File: src/rtl/mem_shared_rd_if.sv
// Bus bundle for mem_shared_rd: one full-width write port and three
// narrow read requesters with ready/valid handshakes.
interface mem_shared_rd_if #(
  parameter int ADDR_W  = 4,
  parameter int DATA_W  = 32,
  parameter int SLICE_W = 16
);
  logic               wr_en;
  logic [ADDR_W-1:0]  wr_addr;
  logic [DATA_W-1:0]  wr_data;

  logic               rd_req1;
  logic               rd_req2;
  logic               rd_req3;
  logic [ADDR_W-1:0]  rd_addr1;
  logic [ADDR_W-1:0]  rd_addr2;
  logic [ADDR_W-1:0]  rd_addr3;

  logic               rd_ready1;
  logic               rd_ready2;
  logic               rd_ready3;
  logic               rd_valid1;
  logic               rd_valid2;
  logic               rd_valid3;
  logic [SLICE_W-1:0] rd_data1;
  logic [SLICE_W-1:0] rd_data2;
  logic [SLICE_W-1:0] rd_data3;

  modport master (
    output wr_en, wr_addr, wr_data,
    output rd_req1, rd_req2, rd_req3, rd_addr1, rd_addr2, rd_addr3,
    input  rd_ready1, rd_ready2, rd_ready3,
    input  rd_valid1, rd_valid2, rd_valid3,
    input  rd_data1, rd_data2, rd_data3
  );

  modport slave (
    input  wr_en, wr_addr, wr_data,
    input  rd_req1, rd_req2, rd_req3, rd_addr1, rd_addr2, rd_addr3,
    output rd_ready1, rd_ready2, rd_ready3,
    output rd_valid1, rd_valid2, rd_valid3,
    output rd_data1, rd_data2, rd_data3
  );
endinterface

File: src/rtl/mem_shared_rd.sv
// 16x32 memory with one write port and one physical read port shared by
// three windowed 16-bit requesters through a fixed-priority (1 > 2 > 3) arbiter.
module mem_shared_rd #(
  parameter int ADDR_W  = 4,
  parameter int DATA_W  = 32,
  parameter int SLICE_W = 16,
  parameter int OFF1    = 0,
  parameter int OFF2    = 8,
  parameter int OFF3    = 16
) (
  input  logic            clk,
  input  logic            rst,
  mem_shared_rd_if.slave  bus
);

  localparam int NREQ  = 3;
  localparam int DEPTH = 2 ** ADDR_W;

  logic [NREQ-1:0]    req_vec;
  logic [ADDR_W-1:0]  addr_in [NREQ];
  logic [NREQ-1:0]    pending_vec;
  logic [ADDR_W-1:0]  addr_q_vec [NREQ];
  logic [NREQ-1:0]    valid_vec;
  logic [SLICE_W-1:0] data_vec [NREQ];

  logic [NREQ-1:0]    gnt_next;
  logic [NREQ-1:0]    gnt_q_reg;
  logic [ADDR_W-1:0]  gnt_addr;
  logic               rd_en;

  logic [DATA_W-1:0]  mem [DEPTH];
  logic [DATA_W-1:0]  rd_word_reg;

  assign req_vec    = {bus.rd_req3, bus.rd_req2, bus.rd_req1};
  assign addr_in[0] = bus.rd_addr1;
  assign addr_in[1] = bus.rd_addr2;
  assign addr_in[2] = bus.rd_addr3;

  // Only flags already set before this edge compete; fresh acceptances wait.
  always_comb begin
    gnt_next = '0;
    gnt_addr = '0;
    if (pending_vec[0]) begin
      gnt_next = 3'b001;
      gnt_addr = addr_q_vec[0];
    end else if (pending_vec[1]) begin
      gnt_next = 3'b010;
      gnt_addr = addr_q_vec[1];
    end else if (pending_vec[2]) begin
      gnt_next = 3'b100;
      gnt_addr = addr_q_vec[2];
    end
  end

  assign rd_en = (|gnt_next) & ~rst;

  // Plain one-write/one-read array; the read returns the pre-write word.
  always_ff @(posedge clk) begin
    if (bus.wr_en) begin
      mem[bus.wr_addr] <= bus.wr_data;
    end
    if (rd_en) begin
      rd_word_reg <= mem[gnt_addr];
    end
  end

  always_ff @(posedge clk) begin
    if (rst) begin
      gnt_q_reg <= '0;
    end else begin
      gnt_q_reg <= gnt_next;
    end
  end

  generate
    for (genvar gi = 0; gi < NREQ; gi++) begin : g_req
      localparam int OFF = (gi == 0) ? OFF1 : (gi == 1) ? OFF2 : OFF3;

      logic               pending_reg;
      logic [ADDR_W-1:0]  addr_q_reg;
      logic               rd_valid_reg;
      logic [SLICE_W-1:0] rd_data_reg;

      // Accept and grant never coincide: accept needs the flag clear, grant needs it set.
      always_ff @(posedge clk) begin
        if (rst) begin
          pending_reg  <= 1'b0;
          rd_valid_reg <= 1'b0;
          rd_data_reg  <= '0;
        end else begin
          if (req_vec[gi] && !pending_reg) begin
            pending_reg <= 1'b1;
            addr_q_reg  <= addr_in[gi];
          end else if (gnt_next[gi]) begin
            pending_reg <= 1'b0;
          end
          rd_valid_reg <= gnt_q_reg[gi];
          if (gnt_q_reg[gi]) begin
            rd_data_reg <= rd_word_reg[OFF +: SLICE_W];
          end
        end
      end

      assign pending_vec[gi] = pending_reg;
      assign addr_q_vec[gi]  = addr_q_reg;
      assign valid_vec[gi]   = rd_valid_reg;
      assign data_vec[gi]    = rd_data_reg;
    end
  endgenerate

  assign bus.rd_ready1 = ~pending_vec[0];
  assign bus.rd_ready2 = ~pending_vec[1];
  assign bus.rd_ready3 = ~pending_vec[2];
  assign bus.rd_valid1 = valid_vec[0];
  assign bus.rd_valid2 = valid_vec[1];
  assign bus.rd_valid3 = valid_vec[2];
  assign bus.rd_data1  = data_vec[0];
  assign bus.rd_data2  = data_vec[1];
  assign bus.rd_data3  = data_vec[2];

endmodule

File: src/flat_wrapper.sv
// flat-port wrapper written by rule: the top's interface ports become plain ports
module mem_shared_rd_flat 
#(
  parameter int ADDR_W  = 4,
  parameter int DATA_W  = 32,
  parameter int SLICE_W = 16,
  parameter int OFF1    = 0,
  parameter int OFF2    = 8,
  parameter int OFF3    = 16
)
  (clk, rst, bus_wr_en, bus_wr_addr, bus_wr_data, bus_rd_req1, bus_rd_req2, bus_rd_req3, bus_rd_addr1, bus_rd_addr2, bus_rd_addr3, bus_rd_ready1, bus_rd_ready2, bus_rd_ready3, bus_rd_valid1, bus_rd_valid2, bus_rd_valid3, bus_rd_data1, bus_rd_data2, bus_rd_data3);
  mem_shared_rd_if #(.ADDR_W(ADDR_W), .DATA_W(DATA_W), .SLICE_W(SLICE_W)) bus_i ();
  input  logic clk;
  input  logic rst;
  input wire logic [$bits(bus_i.wr_en)-1:0] bus_wr_en;
  input wire logic [$bits(bus_i.wr_addr)-1:0] bus_wr_addr;
  input wire logic [$bits(bus_i.wr_data)-1:0] bus_wr_data;
  input wire logic [$bits(bus_i.rd_req1)-1:0] bus_rd_req1;
  input wire logic [$bits(bus_i.rd_req2)-1:0] bus_rd_req2;
  input wire logic [$bits(bus_i.rd_req3)-1:0] bus_rd_req3;
  input wire logic [$bits(bus_i.rd_addr1)-1:0] bus_rd_addr1;
  input wire logic [$bits(bus_i.rd_addr2)-1:0] bus_rd_addr2;
  input wire logic [$bits(bus_i.rd_addr3)-1:0] bus_rd_addr3;
  output wire logic [$bits(bus_i.rd_ready1)-1:0] bus_rd_ready1;
  output wire logic [$bits(bus_i.rd_ready2)-1:0] bus_rd_ready2;
  output wire logic [$bits(bus_i.rd_ready3)-1:0] bus_rd_ready3;
  output wire logic [$bits(bus_i.rd_valid1)-1:0] bus_rd_valid1;
  output wire logic [$bits(bus_i.rd_valid2)-1:0] bus_rd_valid2;
  output wire logic [$bits(bus_i.rd_valid3)-1:0] bus_rd_valid3;
  output wire logic [$bits(bus_i.rd_data1)-1:0] bus_rd_data1;
  output wire logic [$bits(bus_i.rd_data2)-1:0] bus_rd_data2;
  output wire logic [$bits(bus_i.rd_data3)-1:0] bus_rd_data3;
  assign bus_i.wr_en = bus_wr_en;
  assign bus_i.wr_addr = bus_wr_addr;
  assign bus_i.wr_data = bus_wr_data;
  assign bus_i.rd_req1 = bus_rd_req1;
  assign bus_i.rd_req2 = bus_rd_req2;
  assign bus_i.rd_req3 = bus_rd_req3;
  assign bus_i.rd_addr1 = bus_rd_addr1;
  assign bus_i.rd_addr2 = bus_rd_addr2;
  assign bus_i.rd_addr3 = bus_rd_addr3;
  assign bus_rd_ready1 = bus_i.rd_ready1;
  assign bus_rd_ready2 = bus_i.rd_ready2;
  assign bus_rd_ready3 = bus_i.rd_ready3;
  assign bus_rd_valid1 = bus_i.rd_valid1;
  assign bus_rd_valid2 = bus_i.rd_valid2;
  assign bus_rd_valid3 = bus_i.rd_valid3;
  assign bus_rd_data1 = bus_i.rd_data1;
  assign bus_rd_data2 = bus_i.rd_data2;
  assign bus_rd_data3 = bus_i.rd_data3;
  mem_shared_rd #(.ADDR_W(ADDR_W), .DATA_W(DATA_W), .SLICE_W(SLICE_W), .OFF1(OFF1), .OFF2(OFF2), .OFF3(OFF3)) u_core (.clk(clk), .rst(rst), .bus(bus_i));
endmodule
File: config.mk
export PLATFORM = sky130hd
export DESIGN_NAME = mem_shared_rd_flat
export DESIGN_NICKNAME = d
export VERILOG_FILES = /design/src/rtl/mem_shared_rd_if.sv /design/src/rtl/mem_shared_rd.sv /design/src/flat_wrapper.sv
export SDC_FILE = /design/constraint.sdc
export NUM_CORES = 1
export LEC_CHECK = 0
export BUFFER_PORTS_ARGS = -buffer_cell sky130_fd_sc_hd__buf_2
export CAP_MARGIN = 10
export CORE_AREA = 8 8 276 278
export DETAILED_ROUTE_END_ITERATION = 8
export DIE_AREA = 0 0 284 286
export MAX_ROUTING_LAYER = met4
export PLACE_DENSITY = 0.46
export RECOVER_POWER = 50
export SETUP_SLACK_MARGIN = 0.4
export SLEW_MARGIN = 10
export SYNTH_ARGS = -nofsm -noshare
export SYNTH_HDL_FRONTEND = slang
export SYNTH_SLANG_ARGS = --single-unit
File: constraint.sdc
create_clock -name clk -period 4.4 [get_ports clk]
set_input_delay 1.1 -clock clk [delete_from_list [all_inputs] [get_ports clk]]
set_output_delay 1.1 -clock clk [all_outputs]
set_load 0.05 [all_outputs]
==> results of run 1 <==
==> per-layer routing <==
layer,share of wire [%],global-route usage [%],up-vias
met5,0,-,-
met4,1.7,4.04,0
met3,5.6,3.03,81
met2,46,23.5,386
met1,47,20.9,7073
li1,-,-,6600
==> cells in the final DEF, fill, tap and decap left out, types with 5 or more instances in the layout <==
cell	instances
dfxtp_1	56
a22oi_1	32
a31oi_1	98
nand3_1	97
o311ai_1	32
nor2_1	53
clkinv_1	13
buf_4	37
clkbuf_16	71
nor2b_1	5
mux2i_1	48
a21oi_1	66
edfxtp_1	556
buf_2	70
nand2_1	551
clkbuf_1	57
buf_12	8
nor2_4	10
==> area by class of cell <==
cell class,count,area [um2]
inverters,3,11.3
repair buffers,153,931
clock inverters,25,203
clock buffers,92,1880
well taps,959,1200
flip-flops and latches,613,17800
fillers,6903,44900
multi-input cells,1022,5110
diodes,2,5.00
==> per-stage QoR <==
stage                     area, um2  power (mW)  cells
after floorplan               23400        7.45   1750
after global placement        25200        7.91   2750
final                         27200        13.2   2869
after global routing          27200        13.7   2869
after detailed placement      25200        7.91   2750
after CTS                     27200        13.3   2867
==> logic make-up after synthesis <==
kind of cell    Yosys count  share of synthesized area, %
simple gates            740                          12.7
compound gates          234                          6.45
flops                   613                          76.2
buf+inv                 115                          2.52
mux                      48                          2.05
==> worst paths after layout <==
check / cells after the start / slack [ns] / endpoint
setup reg to reg: 7 / 1.36 / u_core.rd_word_reg[31]
hold / removal: 2 / 0.48 / u_core.bus.rd_data2[7]
hold reg to reg: 2 / 0.48 / u_core.bus.rd_data2[7]
setup / recovery: 4 / 1.29 / u_core.mem[7][24]
==> power by group <==
part           internal (mW)  switching [mW]  total, mW
logic                  0.321           0.831       1.15
registers               6.54          0.0737       6.61
clock network           3.15            2.25       5.40
==> worst max-delay path: cells and delay by family <==
family	cells	cell delay [ns]
buffers and inverters	2	0.60
and+or+nand+nor	2	1.63
==> impl_metrics.yaml, run 1 <==
sta:
  period_minus_slack_ns: 3.11
  tns_ns: 0
  max_freq_ghz: 0.322
  finalHoldViolations: 0
  fin_hold_ws_ns: 0.484
  final_max_slew_viol_count: 44
  setup_viol: 0
  slew_headroom_pct: -10.8
  fin_crit_sh_pct: 70.6
  layout_setup_ws_ns: 1.29
  rsz0062_at_grt: "no"
  tightest_slew_ns: 1.66
  skew_ns: 0.0186
drt:
  routed_wl_mm: 62.0
  route.detailed.drc: 0
  viasPerCell: 4.93
  postRouteAntennaNets: 0
  routedWlPerCell_um: 21.6
  drt_iter0_markers: 1049
  drt-pass1-iter-count: 5
  route.vias.total: 14140
synthesis:
  ys_ff_latch: 613
  yosysSeqAreaShare_pct: 76.2
  synth_largest_area_cell: "edfxtp_1"
  async_flop_share_pct: 0
  yosysWarnings: 0
  yosysMostFrequentCell: "edfxtp_1"
  synth-main-ff-cell: "edfxtp_1"
  syn_area_per_cell_um2: 13.4
  synth_cell_types: 32
  netlist_instances: 1750
  synth.net_count: 1804
  synth.top_cell.area_share_pct: 71.4
  synthTopCellsByCount: "556 x edfxtp_1, 552 x nand2_1, 99 x a31oi_1"
  synth_edf_count: 556
  synth_area_leaders: "edfxtp_1 71%, nand2_1 8.9%, dfxtp_1 4.9%"
  syn_area_mm2: 0.0234
worst_setup_path:
  setup.worst_path.start_class: "input pin"
  path_cells: "buf_2 -> nand3b_1 -> nor2_1 -> buf_4"
  end_kind: "flop"
  critPathMaxFanout: 19
  cp.arrival_ns: 3.37
  slowest_stage: "nor2_1"
  slowest_delay_ns: 1.31
  setup.worst_path.start: "bus_wr_addr[3]"
  r2r_start: "u_core.g_req[1].pending_reg"
  crit_type: "input pin to flop"
  cp.required_ns: 4.66
placed_design:
  gp_congestion: 0.734
  pre_cts_ws_ns: 1.19
  hpwl_mm: 34.4
  numPortBuffers: 107
power:
  cellLeakagePower_nw: 9.31
  peakVddDrop_v: 0.000280
  power_density_mw_per_mm2: 484
floorplan:
  start_util_pct: 32.4
  die_y_um: 286
  io_pins: 108
  core-area_mm2: 0.0721
  rows: 99
  die_width_um: 284
  die_area_mm2: 0.0812
global_route:
  globalRouteTotalUtil_pct: 15.4
  grt_max_degree: 93
  antenna_found_initial: 2
  grt_pass1_vias: 13940
  grt_pass1_wl_mm: 92.4
  overflow: 0
clocking:
  cts_sinks: 613
  clock_latency_ns: 0.60
  cts_resized: 0
  holdBufCountCts: 0
  clkSlewWorstSetupHoldPaths_ns: 0.06
  cts_buffers: 67
  root_buffer: "clkbuf_16"
  post_cts_buffers: 0
  clk_path_buf_depth: 3
  cts_tree: "built"
  cts-htree-levels: 3
hold_path:
  worstHoldStart: "u_core.bus.rd_data2[7]"
  min_path_type: "flop to flop"
layout:
  largest_register_ffs: 512
  syn2layout_area_growth_pct: 16.2
  nets: 1914
  drive_above_1_share_pct: 11.7
  post-route-util_pct: 37.7
job:
  max_cap_violations: 2
outcome:
  violations: "capacitance limit, slew limit"
  status: "finished with violations"
Power figures use the tool's default switching activity.
==> run 2: changes to the inputs <==
==> constraint.sdc (replaced) <==
create_clock -name clk -period 2.72 [get_ports clk]
set_input_delay 0.68 -clock clk [delete_from_list [all_inputs] [get_ports clk]]
set_output_delay 0.68 -clock clk [all_outputs]
set_load 0.05 [all_outputs]
==> run 2 against run 1 <==
  * The flow still finishes with violations (capacitance limit, slew limit)
  * Design area grew 1.6%
  * Critical path depth is the same
  * Combinational power grew 76%
  * Largest cell class unchanged
  * Largest power group unchanged
  * Global-route usage grew 0.66 points
  * Non-clock buffer count grew 17
==> impl_metrics.yaml, run 2 (synthesis results as in run 1) <==
worst_setup_path:
  reg2reg_to: "u_core.rd_word_reg[30]"
  cp-endpoint: "u_core.mem[1][15]"
  critPathMaxFanout: 32
  r2r_start: "u_core.g_req[1].pending_reg"
  r2r_cells: 9
  cp.arrival_ns: 2.64
  cp.required_ns: 2.93
  setup.worst_path.start: "bus_wr_addr[2]"
  end_kind: "flop"
  crit_type: "input pin to flop"
  setup.worst_path.start_class: "input pin"
  r2r_setup_slack_ns: 0.40
sta:
  rsz0062_at_grt: "no"
  finalHoldViolations: 0
  final_max_slew_viol_count: 51
  skew_ns: 0.0152
  layout_setup_ws_ns: 0.295
  tns_ns: 0
  fin_crit_sh_pct: 89.1
  tightest_slew_ns: 1.52
  slew_headroom_pct: -1.66
  setup_viol: 0
  period_minus_slack_ns: 2.42
  max_freq_ghz: 0.412
drt:
  route.detailed.drc: 0
  postRouteAntennaNets: 0
  drt-pass1-iter-count: 5
  drt_iter0_markers: 1176
  viasPerCell: 4.96
  routed_wl_mm: 65.1
  routedWlPerCell_um: 22.6
  route.vias.total: 14283
clocking:
  clkSlewWorstSetupHoldPaths_ns: 0.06
  cts_buffers: 61
  clk_path_buf_depth: 3
  cts_tree: "built"
  cts-htree-levels: 2
  cts_sinks: 613
  root_buffer: "clkbuf_16"
  clock_latency_ns: 0.62
  holdBufCountCts: 0
layout:
  nets: 1926
  fillers: 6842
  largest_register_ffs: 512
  layout_common_cells: "556 x edfxtp_1, 550 x nand2_1, 97 x a31oi_1, 97 x nand3_1, 72 x buf_2"
  syn2layout_area_growth_pct: 18.1
  mostFrequentLayoutCell: "edfxtp_1"
  drive_above_1_share_pct: 13.3
floorplan:
  rows: 99
  start_util_pct: 32.4
  die_y_um: 286
  io_pins: 108
  core-area_mm2: 0.0721
  die_area_mm2: 0.0812
  die_width_um: 284
job:
  max_cap_violations: 2
global_route:
  grt_max_degree: 71
  antenna_found_initial: 4
  grt_pass1_wl_mm: 95.5
  grt_pass1_vias: 13931
  globalRouteTotalUtil_pct: 16.0
  overflow: 0
placed_design:
  pre_cts_ws_ns: 0.338
  hpwl_mm: 32.3
  gp_congestion: 0.722
  numPortBuffers: 107
power:
  power_density_mw_per_mm2: 764
  cellLeakagePower_nw: 9.49
  peakVddDrop_v: 0.000472
outcome:
  status: "finished with violations"
  violations: "capacitance limit, slew limit"
hold_path:
  min_path_type: "input pin to flop"
## run 2: changes by cell type in the layout (fill, tap and decap cells not counted), moves of 3 or more
cell       previous run  this run
buf_4                37        20
clkbuf_2              0         5
clkbuf_16            71        62
clkinv_2              3        14
bufinv_16             3         7
nor3_4                1         4
nor3_2                3         0
clkbuf_1             57        43
buf_12                8        32
## run 2: stage by stage
| step | power (mW) | util (%) | std cells | hold slack (ns) | cell area [um2] |
|---|---|---|---|---|---|
| floorplan | 12.1 | - | 1750 | 0.456 | 23500 |
| global placement | 12.9 | 35.5 | 2758 | 0.467 | 25600 |
| detailed placement | 12.9 | 35.5 | 2758 | 0.478 | 25600 |
| CTS | 21.3 | 38.3 | 2875 | 0.197 | 27600 |
| global route | 21.9 | 38.3 | 2882 | 0.211 | 27600 |
| finish | 21.1 | 38.3 | 2882 | 0.241 | 27600 |
## run 2: timing repair
action / CTS / global route
resized for setup: 4 / 8
endpoints found under the setup margin: 24 / 29
pin swaps: 1 / 1
setup buffers: 4 / 4
gates cloned: 1 / 1
## run 2: worst max-delay path, cell delays in order
cell	delay, ns
buf_2	0.12
or3b_1	0.55
nor2_4	0.13
clkbuf_2	1.10
## run 2: layout make-up
cell class                      instances  area (um2)  area share [%]
Clock inverter                         42         384            1.39
Inverter                                3        11.3          0.0408
Multi-Input combinational cell       1023        5180            18.8
Tap cell                              959        1200            4.34
Clock buffer                           70        1600            5.79
Sequential cell                       613       17800            64.6
Timing Repair Buffer                  170        1400            5.06
Antenna cell                            2        5.00          0.0181
## run 2: routing by layer
metal  vias up  track usage, %  share of wire (%)
li1       6629               -                  -
met1      7215            22.1                 47
met2       362            24.7                 46
met3        77            2.88                5.3
met4         0            3.54                1.7
met5         -               -                  0
## run 2: worst min path at each step
stage	from	endpoint	slack, ns	depth (start not counted)
2_1_floorplan	u_core.rd_word_reg[6]	u_core.bus.rd_data1[6]	0.46	2
3_3_place_gp	u_core.bus.rd_data2[1]	u_core.bus.rd_data2[1]	0.47	2
3_5_place_dp	u_core.bus.rd_data2[3]	u_core.bus.rd_data2[3]	0.48	2
4_1_cts	bus_rd_addr2[1]	u_core.g_req[1].addr_q_reg[1]	0.20	1
5_1_grt	bus_rd_addr2[1]	u_core.g_req[1].addr_q_reg[1]	0.21	1
6_report	bus_rd_addr2[1]	u_core.g_req[1].addr_q_reg[1]	0.24	1
## run 2: power breakdown
| part | total (mW) | internal (mW) | leakage (nW) | switching (mW) |
|---|---|---|---|---|
| registers | 10.7 | 10.6 | 5.50 | 0.118 |
| clock network | 8.39 | 4.85 | 0.972 | 3.54 |
| logic | 2.02 | 0.637 | 3.01 | 1.38 |
| total | 21.1 | 16.1 | 9.49 | 5.04 |
